[src/rtl/sequence_generator.sv]
// Sequence generator: fills a DEPTH-entry digit memory from a 16-bit Galois LFSR on GoGen and serves reads with 2-cycle latency.
// Optional SEQGEN_SEED_LOAD_EN adds SeedLoad/SeedIn to reseed the LFSR at run time.
module sequence_generator #(
  parameter int          DEPTH      = 32,
  parameter logic [15:0] SEED       = 16'hACE1,
  parameter int          MAX_REJECT = 15
) (
  input  logic        Clk,
  input  logic        Rst,
  input  logic        GoGen,
  input  logic [3:0]  Diff,
  input  logic [4:0]  SeqAddr,
`ifdef SEQGEN_SEED_LOAD_EN
  input  logic        SeedLoad,
  input  logic [15:0] SeedIn,
`endif
  output logic [3:0]  RAMOutput,
  output logic        FinGen
);

  localparam logic [15:0] SeedSafe = (SEED == 16'h0000) ? 16'hACE1 : SEED;
  localparam logic [15:0] LfsrMask = 16'hB400;
  localparam int          RejW     = (MAX_REJECT > 1) ? $clog2(MAX_REJECT) : 1;
  localparam logic [RejW-1:0] RejLast = RejW'(MAX_REJECT - 1);
  localparam logic [4:0]  LastAddr = 5'(DEPTH - 1);
  localparam logic [5:0]  DepthLim = 6'(DEPTH);

  typedef enum logic [1:0] {IDLE, FILL, DONE} state_t;

  state_t          stateReg, stateNext;
  logic [4:0]      fillAddrReg, fillAddrNext;
  logic [RejW-1:0] rejCntReg, rejCntNext;
  logic [3:0]      diffEffReg, diffEffNext;
  logic [15:0]     lfsrReg, lfsrNext;
  logic [4:0]      readAddrReg;
  logic            memWe;
  logic [3:0]      memWData;
  logic [3:0]      candidate;

  logic [3:0] mem [DEPTH];

  assign candidate = lfsrReg[3:0];
  assign lfsrNext  = lfsrReg[0] ? ((lfsrReg >> 1) ^ LfsrMask) : (lfsrReg >> 1);

  // The LFSR free-runs in every state so the moment GoGen arrives perturbs the sequence.
  always_ff @(posedge Clk or negedge Rst) begin
    if (!Rst) begin
      lfsrReg <= SeedSafe;
    end else begin
`ifdef SEQGEN_SEED_LOAD_EN
      if (SeedLoad) begin
        lfsrReg <= (SeedIn == 16'h0000) ? 16'hACE1 : SeedIn;
      end else begin
        lfsrReg <= lfsrNext;
      end
`else
      lfsrReg <= lfsrNext;
`endif
    end
  end

  always_comb begin
    stateNext    = stateReg;
    fillAddrNext = fillAddrReg;
    rejCntNext   = rejCntReg;
    diffEffNext  = diffEffReg;
    memWe        = 1'b0;
    memWData     = 4'd0;
    if (GoGen) begin
      stateNext    = FILL;
      fillAddrNext = 5'd0;
      rejCntNext   = '0;
      diffEffNext  = (Diff == 4'd0) ? 4'd1 : Diff;
    end else if (stateReg == FILL) begin
      if (candidate <= diffEffReg) begin
        memWe    = 1'b1;
        memWData = candidate;
      end else if (rejCntReg == RejLast) begin
        // Too many misses in a row: store a 0 so the fill time stays bounded.
        memWe    = 1'b1;
        memWData = 4'd0;
      end else begin
        rejCntNext = rejCntReg + 1'b1;
      end
      if (memWe) begin
        rejCntNext   = '0;
        fillAddrNext = fillAddrReg + 5'd1;
        if (fillAddrReg == LastAddr) begin
          stateNext = DONE;
        end
      end
    end
  end

  always_ff @(posedge Clk or negedge Rst) begin
    if (!Rst) begin
      stateReg    <= IDLE;
      fillAddrReg <= 5'd0;
      rejCntReg   <= '0;
      diffEffReg  <= 4'd1;
      FinGen      <= 1'b0;
    end else begin
      stateReg    <= stateNext;
      fillAddrReg <= fillAddrNext;
      rejCntReg   <= rejCntNext;
      diffEffReg  <= diffEffNext;
      FinGen      <= (stateReg == DONE) && !GoGen;
    end
  end

  // Memory contents deliberately survive reset.
  always_ff @(posedge Clk) begin
    if (memWe) begin
      mem[fillAddrReg] <= memWData;
    end
  end

  always_ff @(posedge Clk or negedge Rst) begin
    if (!Rst) begin
      readAddrReg <= 5'd0;
      RAMOutput   <= 4'd0;
    end else begin
      readAddrReg <= SeqAddr;
      RAMOutput   <= ({1'b0, readAddrReg} < DepthLim) ? mem[readAddrReg] : 4'd0;
    end
  end

endmodule

[config.mk]
export PLATFORM = sky130hd
export DESIGN_NAME = sequence_generator
export DESIGN_NICKNAME = d
export VERILOG_FILES = /design/src/rtl/sequence_generator.sv
export SDC_FILE = /design/constraint.sdc
export NUM_CORES = 1
export LEC_CHECK = 0
export CORE_UTILIZATION = 25
export DETAILED_ROUTE_END_ITERATION = 12
export PLACE_DENSITY = 0.42
export SYNTH_ARGS = -nofsm -noshare
export SYNTH_HDL_FRONTEND = slang
export SYNTH_SLANG_ARGS = --single-unit
[constraint.sdc]
create_clock -name Clk -period 3.95 [get_ports Clk]
set_clock_uncertainty 0.1 [all_clocks]
set_input_delay 0.79 -clock Clk [delete_from_list [all_inputs] [get_ports Clk]]
set_output_delay 0.79 -clock Clk [all_outputs]
set_load 0.01 [all_outputs]
==> flow_metrics.py <==
metrics = {
    "timing": {
        "hold_viol_final": 0,
        "slew_headroom": 0.307,
        "finalSetupTns_ns": 0,
        "setup_viol": 0,
        "period_share": 0.735,
        "slew_violations": 0,
        "fin_crit_ns": 2.90,
        "max_freq_mhz": 344,
        "whs_ns": 0.254,
        "rsz0062_at_grt": "no",
        "tightest_slew_ns": 1.04,
    },
    "power": {
        "p_per_area_mw_per_mm2": 491,
        "ir_worst_vdd_mv": 0.262,
        "p_leak_nw": 2.75,
    },
    "placement": {
        "gp_congestion": 0.726,
        "placed_area_sq_mm": 0.00719,
        "dp_hpwl_microns": 9290,
        "numPortBuffers": 16,
    },
    "cells_and_area": {
        "final_cell_mix": "edfxtp_1, nor2_1, mux4_2",
        "antennaDiodeCount": 0,
        "synthToLayoutAreaGrowth_pct": 17.2,
        "fin_nets": 425,
        "final_area_sq_mm": 0.00781,
        "fillers": 2591,
        "final_core_util": 0.299,
        "drive_gt1_frac": 0.214,
        "mostFrequentLayoutCell": "edfxtp_1",
    },
    "cts": {
        "holdBufCountCts": 0,
        "clock-root-buffer": "clkbuf_16",
        "clock_tree.htree_level_count": 4,
        "post_cts_resize_count": 0,
        "clk_pin_slew_ns": 0.06,
        "cts_made_buffers": 17,
        "cts_max_path_buffers": 2,
        "cts_setup_buffers": 0,
        "cts.sinks": 169,
        "clk_latency_ns": 0.42,
        "cts_tree": "done",
    },
    "global_route": {
        "grt_pass1_vias": 3593,
        "antenna_found_initial": 0,
        "grt_pass1_wl_microns": 22100,
        "grt_max_degree": 33,
        "grt_overflow": 0,
        "grt.total_usage": 0.115,
    },
    "routing": {
        "ant_nets": 0,
        "vias": 3344,
        "routed_wl_microns": 14300,
        "routedWlPerCell_microns": 19.0,
        "vias_per_cell": 4.46,
        "drc_errors": 2,
        "firstDrtPassIters": 8,
        "drtIter0Drc": 184,
    },
    "setup_path": {
        "worstPathArrival_ns": 2.89,
        "max_stage_delay_ns": 0.58,
        "crit_cells": 7,
        "crit_family": "simple AND/OR/NAND/NOR gates",
        "reg2reg_depth": 7,
        "cp.required_ns": 3.93,
        "critPathKind": "reg -> reg",
        "critical_path_buf_inv_count": 1,
        "start_kind": "flop",
        "cpMaxStageDelayCell": "dfstp_2",
        "cp_max_fo": 10,
        "cp-end-kind": "flop",
        "crit_chain": "inv_1 > ha_1 > nand4_1 > nand2_1 > a21o_1 > nand3_1 > nor2_1",
    },
    "logic_synthesis": {
        "synthArstFlopShare": 0.243,
        "ys_seq_area_frac": 0.732,
        "synthDistinctLibCells": 37,
        "synth.cell_area_sq_mm": 0.00667,
        "synthCells": 375,
        "synthFlopType": "edfxtp_1",
        "yosys.area.top_type": "edfxtp_1",
        "syn_nets": 398,
        "synth_area_leaders": "edfxtp_1, dfrtp_1, mux4_2",
        "synth_edf_count": 128,
        "syn_area_per_cell_sq_um": 17.8,
        "ys_warn_count": 0,
        "ys_ff_latch": 169,
        "synth_top_area_share": 0.577,
    },
    "floorplan": {
        "die_width_microns": 165,
        "pin_count": 17,
        "dieHeight_microns": 165,
        "dieArea_sq_mm": 0.0273,
        "rows": 59,
        "coreArea_sq_mm": 0.0261,
        "initial_core_util": 0.255,
    },
    "outcome": {
        "status": "finished with violations",
        "violations": "DRC",
    },
    "run": {
        "maxCapViolCount": 0,
    },
    "worst_hold_path": {
        "hold_depth": 0,
        "hold_path_class": "reg -> reg",
    },
}
## report_power, final
group          internal [W]  total, W  leakage (nW)  switching [W]
registers           0.00192   0.00195          1.80      0.0000297
logic             0.0000758  0.000165         0.654      0.0000888
clock network       0.00104   0.00172         0.296       0.000687
total               0.00303   0.00384          2.75       0.000805
## registers in the layout (all words and copies together), names as in the netlist
register,count
FinGen,1
RAMOutput,4
diffEffReg,4
fillAddrReg,5
lfsrReg,16
mem,128
readAddrReg,5
rejCntReg,4
stateReg,2
## final timing paths
path,start,endpoint,slack (ns)
setup / recovery,lfsrReg[0],mem[26][0],1.05
hold / removal,lfsrReg[4],lfsrReg[3],0.25
setup reg to reg,lfsrReg[0],mem[26][0],1.05
hold reg to reg,lfsrReg[4],lfsrReg[3],0.25
max in group asynchronous,Rst,readAddrReg[1],2.73
min in group asynchronous,Rst,diffEffReg[2],0.28
## synthesized netlist by cell type, types with 2 or more instances
cell type,instances
clkbuf_1,4
nand2_1,9
mux2i_1,3
nor4_1,5
xor2_1,3
o21ai_0,5
edfxtp_1,128
a2bb2oi_1,2
buf_6,5
dfstp_2,9
dfrtp_1,32
or3_1,6
and2_1,3
nand3b_1,6
a21oi_1,7
a21o_1,2
inv_1,9
mux4_2,32
nor3_1,4
buf_2,4
ha_1,11
nand3_1,10
o22ai_1,16
or3b_2,3
nor2_1,45
## final cells by class
type,instances,area [sq um],share of cell area
Clock buffer,19,453,0.0580
Clock inverter,13,168,0.0215
Inverter,9,33.8,0.00432
Multi-Input combinational cell,182,1650,0.211
Sequential cell,169,4880,0.625
Tap cell,335,419,0.0537
Timing Repair Buffer,23,208,0.0266
## routing by layer
layer  wire length (microns)  part of all wire  up-vias  GRT usage
li1                        -                 -     1514          -
met1                    6450              0.45     1756      0.150
met2                    7140              0.50       66      0.188
met3                     525             0.037        8     0.0310
met4                     149             0.010        0     0.0338
met5                       0                 0        -          0
## logic make-up (layout without fill, tap and decap cells)
family / after synthesis / in the layout / share of synthesized area
flip-flops: 169 / 169 / 0.732
AND/OR/NAND/NOR: 95 / 95 / 0.0696
multiplexers: 35 / 35 / 0.113
AO/OA/AOI/OAI: 37 / 37 / 0.0383
buffers and inverters: 24 / 64 / 0.0212
adder cells (fa/ha/maj): 11 / 11 / 0.0206
XOR/XNOR: 4 / 4 / 0.00526
## metrics by stage
step / total power [W] / setup WS, ns / std cells
3_3_place_gp: 0.00216 / 0.974 / 718
3_5_place_dp: 0.00216 / 0.923 / 718
4_1_cts: 0.00389 / 0.962 / 750
2_1_floorplan: 0.00209 / 0.375 / 375
6_report: 0.00384 / 1.05 / 750
5_1_grt: 0.00398 / 0.769 / 750
No activity file was read; power rests on OpenSTA's default activity.
